### src/rtl/uart_tx.sv
// uart_tx: 8-bit UART transmitter. It sends a start bit, then 8 data bits LSB first,
// then STOP_BITS stop bits.
//
// Ports:
//   clk       system clock, all logic on the rising edge
//   rst_n     asynchronous active-low reset
//   tx_data   byte to send, sampled only on the accept edge
//   tx_valid  send request; accept = tx_valid && tx_ready at a rising edge
//   tx_ready  high only while idle
//   RsTx      registered serial line, idle high
//   tx_busy   inverse of tx_ready
//
// Optional build macro UART_TX_PARITY_EN adds an even-parity bit between the data and stop bits.
module uart_tx #(
  parameter int unsigned CLKS_PER_BIT = 10417,
  parameter int unsigned STOP_BITS    = 1
) (
  input  logic       clk,
  input  logic       rst_n,
  input  logic [7:0] tx_data,
  input  logic       tx_valid,
  output logic       tx_ready,
  output logic       RsTx,
  output logic       tx_busy
);

  localparam int unsigned CntW = $clog2(CLKS_PER_BIT);
  localparam logic [CntW-1:0] CntMax = CntW'(CLKS_PER_BIT - 1);
  localparam logic [2:0] StopLast = 3'(STOP_BITS - 1);

`ifdef UART_TX_PARITY_EN
  typedef enum logic [2:0] {StIdle, StStart, StData, StParity, StStop} state_e;
`else
  typedef enum logic [1:0] {StIdle, StStart, StData, StStop} state_e;
`endif

  state_e          state_q, state_d;
  logic [CntW-1:0] cnt_q, cnt_d;
  logic [2:0]      bit_q, bit_d;
  logic [7:0]      shift_q, shift_d;
  logic            line_q, line_d;
  logic            tick;
`ifdef UART_TX_PARITY_EN
  logic            par_q, par_d;
`endif

  always_ff @(posedge clk or negedge rst_n) begin
    if (!rst_n) begin
      state_q <= StIdle;
      cnt_q   <= '0;
      bit_q   <= '0;
      shift_q <= '0;
      line_q  <= 1'b1;
`ifdef UART_TX_PARITY_EN
      par_q   <= 1'b0;
`endif
    end else begin
      state_q <= state_d;
      cnt_q   <= cnt_d;
      bit_q   <= bit_d;
      shift_q <= shift_d;
      line_q  <= line_d;
`ifdef UART_TX_PARITY_EN
      par_q   <= par_d;
`endif
    end
  end

  // End of the current bit period.
  assign tick = (cnt_q == CntMax);

  always_comb begin
    state_d = state_q;
    cnt_d   = cnt_q;
    bit_d   = bit_q;
    shift_d = shift_q;
    line_d  = line_q;
`ifdef UART_TX_PARITY_EN
    par_d   = par_q;
`endif
    // The baud counter only runs inside a frame and wraps on each bit boundary.
    if (state_q != StIdle) begin
      cnt_d = tick ? '0 : cnt_q + CntW'(1);
    end
    unique case (state_q)
      StIdle: begin
        line_d = 1'b1;
        cnt_d  = '0;
        bit_d  = '0;
        if (tx_valid) begin
          state_d = StStart;
          shift_d = tx_data;
          line_d  = 1'b0;
`ifdef UART_TX_PARITY_EN
          par_d   = ^tx_data;
`endif
        end
      end
      StStart: begin
        if (tick) begin
          state_d = StData;
          bit_d   = '0;
          line_d  = shift_q[0];
        end
      end
      StData: begin
        if (tick) begin
          if (bit_q == 3'd7) begin
            bit_d = '0;
`ifdef UART_TX_PARITY_EN
            state_d = StParity;
            line_d  = par_q;
`else
            state_d = StStop;
            line_d  = 1'b1;
`endif
          end else begin
            // The line always carries shift_q[0]. Load the next bit as the register shifts.
            shift_d = shift_q >> 1;
            line_d  = shift_q[1];
            bit_d   = bit_q + 3'd1;
          end
        end
      end
`ifdef UART_TX_PARITY_EN
      StParity: begin
        if (tick) begin
          state_d = StStop;
          bit_d   = '0;
          line_d  = 1'b1;
        end
      end
`endif
      StStop: begin
        line_d = 1'b1;
        if (tick) begin
          if (bit_q == StopLast) begin
            state_d = StIdle;
            bit_d   = '0;
          end else begin
            bit_d = bit_q + 3'd1;
          end
        end
      end
      default: begin
        state_d = StIdle;
        line_d  = 1'b1;
      end
    endcase
  end

  assign tx_ready = (state_q == StIdle);
  assign tx_busy  = ~tx_ready;
  assign RsTx     = line_q;

endmodule

### config.mk
export PLATFORM = sky130hd
export DESIGN_NAME = uart_tx
export DESIGN_NICKNAME = d
export VERILOG_FILES = /design/src/rtl/uart_tx.sv
export SDC_FILE = /design/constraint.sdc
export NUM_CORES = 1
export LEC_CHECK = 0
export BUFFER_PORTS_ARGS = -buffer_cell sky130_fd_sc_hd__buf_2
export CAP_MARGIN = 20
export CORE_MARGIN = 5
export CORE_UTILIZATION = 30
export CTS_CLUSTER_DIAMETER = 100
export DETAILED_ROUTE_END_ITERATION = 8
export PLACE_DENSITY = 0.45
export SLEW_MARGIN = 10
export SYNTH_ARGS = -nofsm -noshare
export SYNTH_HDL_FRONTEND = slang
export SYNTH_SLANG_ARGS = --single-unit
### constraint.sdc
create_clock -name clk -period 2.25 [get_ports clk]
set_clock_uncertainty 0.1 [all_clocks]
set_input_delay 0.3375 -clock clk [delete_from_list [all_inputs] [get_ports clk]]
set_output_delay 0.3375 -clock clk [all_outputs]
set_load 0.05 [all_outputs]
==> flow_metrics.env <==
export IMPL_r2r_slack_ps=280
export IMPL_routed_via_density=4.61
export IMPL_p_int_uw=679
export IMPL_setup_tns_ps=0
export IMPL_cts_repair_resized=0
export IMPL_ys_ff_latch=28
export IMPL_finalSetupViolations=0
export IMPL_fin_ws_ps=278
export IMPL_pre_cts_slack_ps=286
export IMPL_status="complete, but fails checks"
export IMPL_grt_max_degree=29
export IMPL_postRouteAntennaNets=0
export IMPL_die_h_um=81.9
export IMPL_ctsHoldBuffers=0
export IMPL_cts_setup_buffers=0
export IMPL_p_clk_share_pct=36.8
export IMPL_synth_cell_type_count=37
export IMPL_violations="hold timing"
export IMPL_critPathKind="register to register"
export IMPL_final_nets=187
export IMPL_antenna_found_initial=0
export IMPL_slew_headroom_pct=56.5
export IMPL_max_vdd_ir_drop_mv=0.183
export IMPL_drc_errors=0
export IMPL_avgSynthCellArea_um2=10.3
export IMPL_fin_crit_sh_pct=87.7
export IMPL_rsz0062_at_grt="false"
export IMPL_grt_overflow=0
export IMPL_hpwl_um=2310
export IMPL_crit_buf_inv=2
export IMPL_cap_violations=0
export IMPL_io_buffers=13
export IMPL_die_area_um2=6710
export IMPL_core_region_area_um2=5070
export IMPL_root_buffer="clkbuf_8"
export IMPL_cp_max_fo=8
export IMPL_fp_dieW_um=81.9
export IMPL_grt_pass1_vias=1138
export IMPL_seq_area_frac_synth_pct=45.3
export IMPL_clk_latency_ps=270
export IMPL_r2r_cells=6
export IMPL_yosys_area_top_type_share_pct=43.6
export IMPL_cts_tree="built"
export IMPL_r2r_end="shift_q[1]"
export IMPL_switching_share_pct=20.8
export IMPL_pwr_share_seq_pct=59.9
export IMPL_drtIter0Drc=31
export IMPL_initial_core_util_pct=30.5
export IMPL_p_per_area_nw_per_um2=485
export IMPL_hold_viol=27
export IMPL_clkSinkCount=28
export IMPL_tightest_slew_ps=653
export IMPL_worstSetupStartpointType="register"
export IMPL_cts_made_buffers=3
export IMPL_path_clk_slew_ps=100
export IMPL_grt_pass1_wl_um=5420
export IMPL_drive_gt1_share_pct=18.8
export IMPL_cts_path_max_buffers=2
export IMPL_yosysTopAreaCell="dfrtp_1"
export IMPL_cpPeakStageDelay_ps=410
export IMPL_worstSetupEndpointType="register"
export IMPL_required_ps=2310
export IMPL_leakage_nw=0.817
export IMPL_grt_total_usage_pct=10.5
export IMPL_maxSlewViolCount=0
export IMPL_synthesis_instances=150
export IMPL_synth_warning_count=0
export IMPL_hold_path_class="input pin to asynchronous set/reset pin"
export IMPL_worstReg2RegStart="state_q[0]"
export IMPL_crit_family="compound AO/OA/AOI/OAI gates"
export IMPL_critical_path_arrival_ps=2030
export IMPL_vias=1084
export IMPL_syn_area_um2=1550
export IMPL_diodes=0
export IMPL_htreeDepth=1
export IMPL_crit_slowest_cell="dfrtp_1"
export IMPL_drt_wl_total_um=3100
export IMPL_combPwrFrac_pct=3.3
export IMPL_drtPass1Iterations=4
export IMPL_ios=14
export IMPL_syn_nets=171
export IMPL_routedWlPerCell_um=13.2
export IMPL_clock_fmax_ghz=0.507
export IMPL_crit_path_cell_trace="inv_2 -> ha_1 -> buf_4 -> nor3b_2 -> a21oi_2 -> a221o_1"
export IMPL_area_growth_pct=14.1
export IMPL_ys_top_cells_by_area="dfrtp_1, ha_1, xnor2_1"
export IMPL_gp_congestion=0.716
export IMPL_holdWs_ps=-20.4
export IMPL_rows=26
export IMPL_p_sw_uw=178
export IMPL_nFillCells=552
export IMPL_fin_crit_ps=1970
-- placed cells by master (no fill, tap or decap), types with 3 or more instances in the layout --
master and n:
nor2_1 19, nor4_1 3, a221o_1 7, ha_1 9, and2_1 9, inv_1 7, a21oi_1 5, dfrtp_1 27
clkbuf_8 4, buf_2 13, nand2_1 6, nand2b_1 3, xnor2_1 11, nor3_1 5, nand4_1 3, nand3_1 4
-- cell families (layout without fill, tap and decap cells) --
logic type | count (synthesis) | after routing | share of synthesized area, %
AO/OA/AOI/OAI | 21 | 21 | 11.0
XOR/XNOR | 12 | 12 | 6.78
adder cells (fa/ha/maj) | 10 | 10 | 8.07
buffers and inverters | 13 | 28 | 3.55
flip-flops | 28 | 28 | 45.3
multiplexers | 5 | 5 | 3.71
AND/OR/NAND/NOR | 61 | 61 | 21.6
-- worst register-to-register path, delay by kind of cell, from the launching register on --
family / cells / cell delay [ps]
adder cells (fa/ha/maj): 1 / 270
flip-flops: 1 / 410
buffers and inverters: 2 / 270
AO/OA/AOI/OAI: 2 / 460
AND/OR/NAND/NOR: 1 / 360
-- synthesized netlist by cell type, drive strengths merged --
cell / count
a2111oi: 1
a21oi: 6
a221o: 7
and2: 9
and3: 1
and3b: 1
and4: 1
buf: 3
dfrtp: 27
dfstp: 1
ha: 10
inv: 10
mux2: 3
mux2i: 2
nand2: 6
nand2b: 3
nand3: 4
nand3b: 1
nand4: 3
nor2: 19
nor2b: 1
nor3: 5
nor3b: 1
nor4: 3
nor4b: 2
o211a: 1
o211ai: 1
o21a: 2
o21ai: 2
o221ai: 1
or3: 1
xnor2: 11
xor2: 1
-- metal layers --
metal | GRT usage, % | share of wire, %
met5 | 0 | 0
met4 | 2.99 | 0.61
met3 | 1.97 | 2.9
met2 | 17.4 | 47
met1 | 14.0 | 49
-- final cells by class --
type | instances | area, µm² | area share (%)
timing repair buffer | 14 | 72.6 | 4.10
tap | 70 | 87.6 | 4.95
sequential | 28 | 702 | 39.7
clock buffer | 4 | 55.1 | 3.11
multi-input combinational | 109 | 811 | 45.8
inverter | 10 | 41.3 | 2.33
-- through the flow --
step | hold slack (ps) | std cells | util, % | power (mW) | area, µm²
floorplan | -58.1 | 150 | - | 0.531 | 1570
global placement | 305 | 231 | 33.8 | 0.553 | 1710
detailed placement | 311 | 231 | 33.8 | 0.553 | 1710
CTS | 3.25 | 235 | 34.9 | 0.880 | 1770
global route | 41.2 | 235 | 34.9 | 0.899 | 1770
finish | -20.4 | 235 | 34.9 | 0.857 | 1770
-- power groups by stage --
stage / clock network, mW / logic (mW) / registers (mW)
6_report: 0.316 / 0.0281 / 0.514
5_1_grt: 0.351 / 0.0332 / 0.514
3_3_place_gp: 0 / 0.0289 / 0.524
3_5_place_dp: 0 / 0.0295 / 0.523
2_1_floorplan: 0 / 0.00853 / 0.522
4_1_cts: 0.336 / 0.0297 / 0.514
-- sequential cells by signal (all words and copies together), names as in the netlist --
name / cells
cnt_q: 14
shift_q: 8
RsTx: 1
state_q: 2
bit_q: 3
-- how the worst max path moves through the flow --
stage               slack (ps)        from  depth (start not counted)         end
floorplan                   40  state_q[1]                          7  shift_q[1]
global placement           310  state_q[1]                          6  shift_q[1]
detailed placement         290  state_q[1]                          6  shift_q[1]
CTS                        260  state_q[1]                          6  shift_q[1]
global route               130  state_q[1]                          6  shift_q[1]
finish                     280  state_q[0]                          6  shift_q[1]
Power figures use the tool's default switching activity.
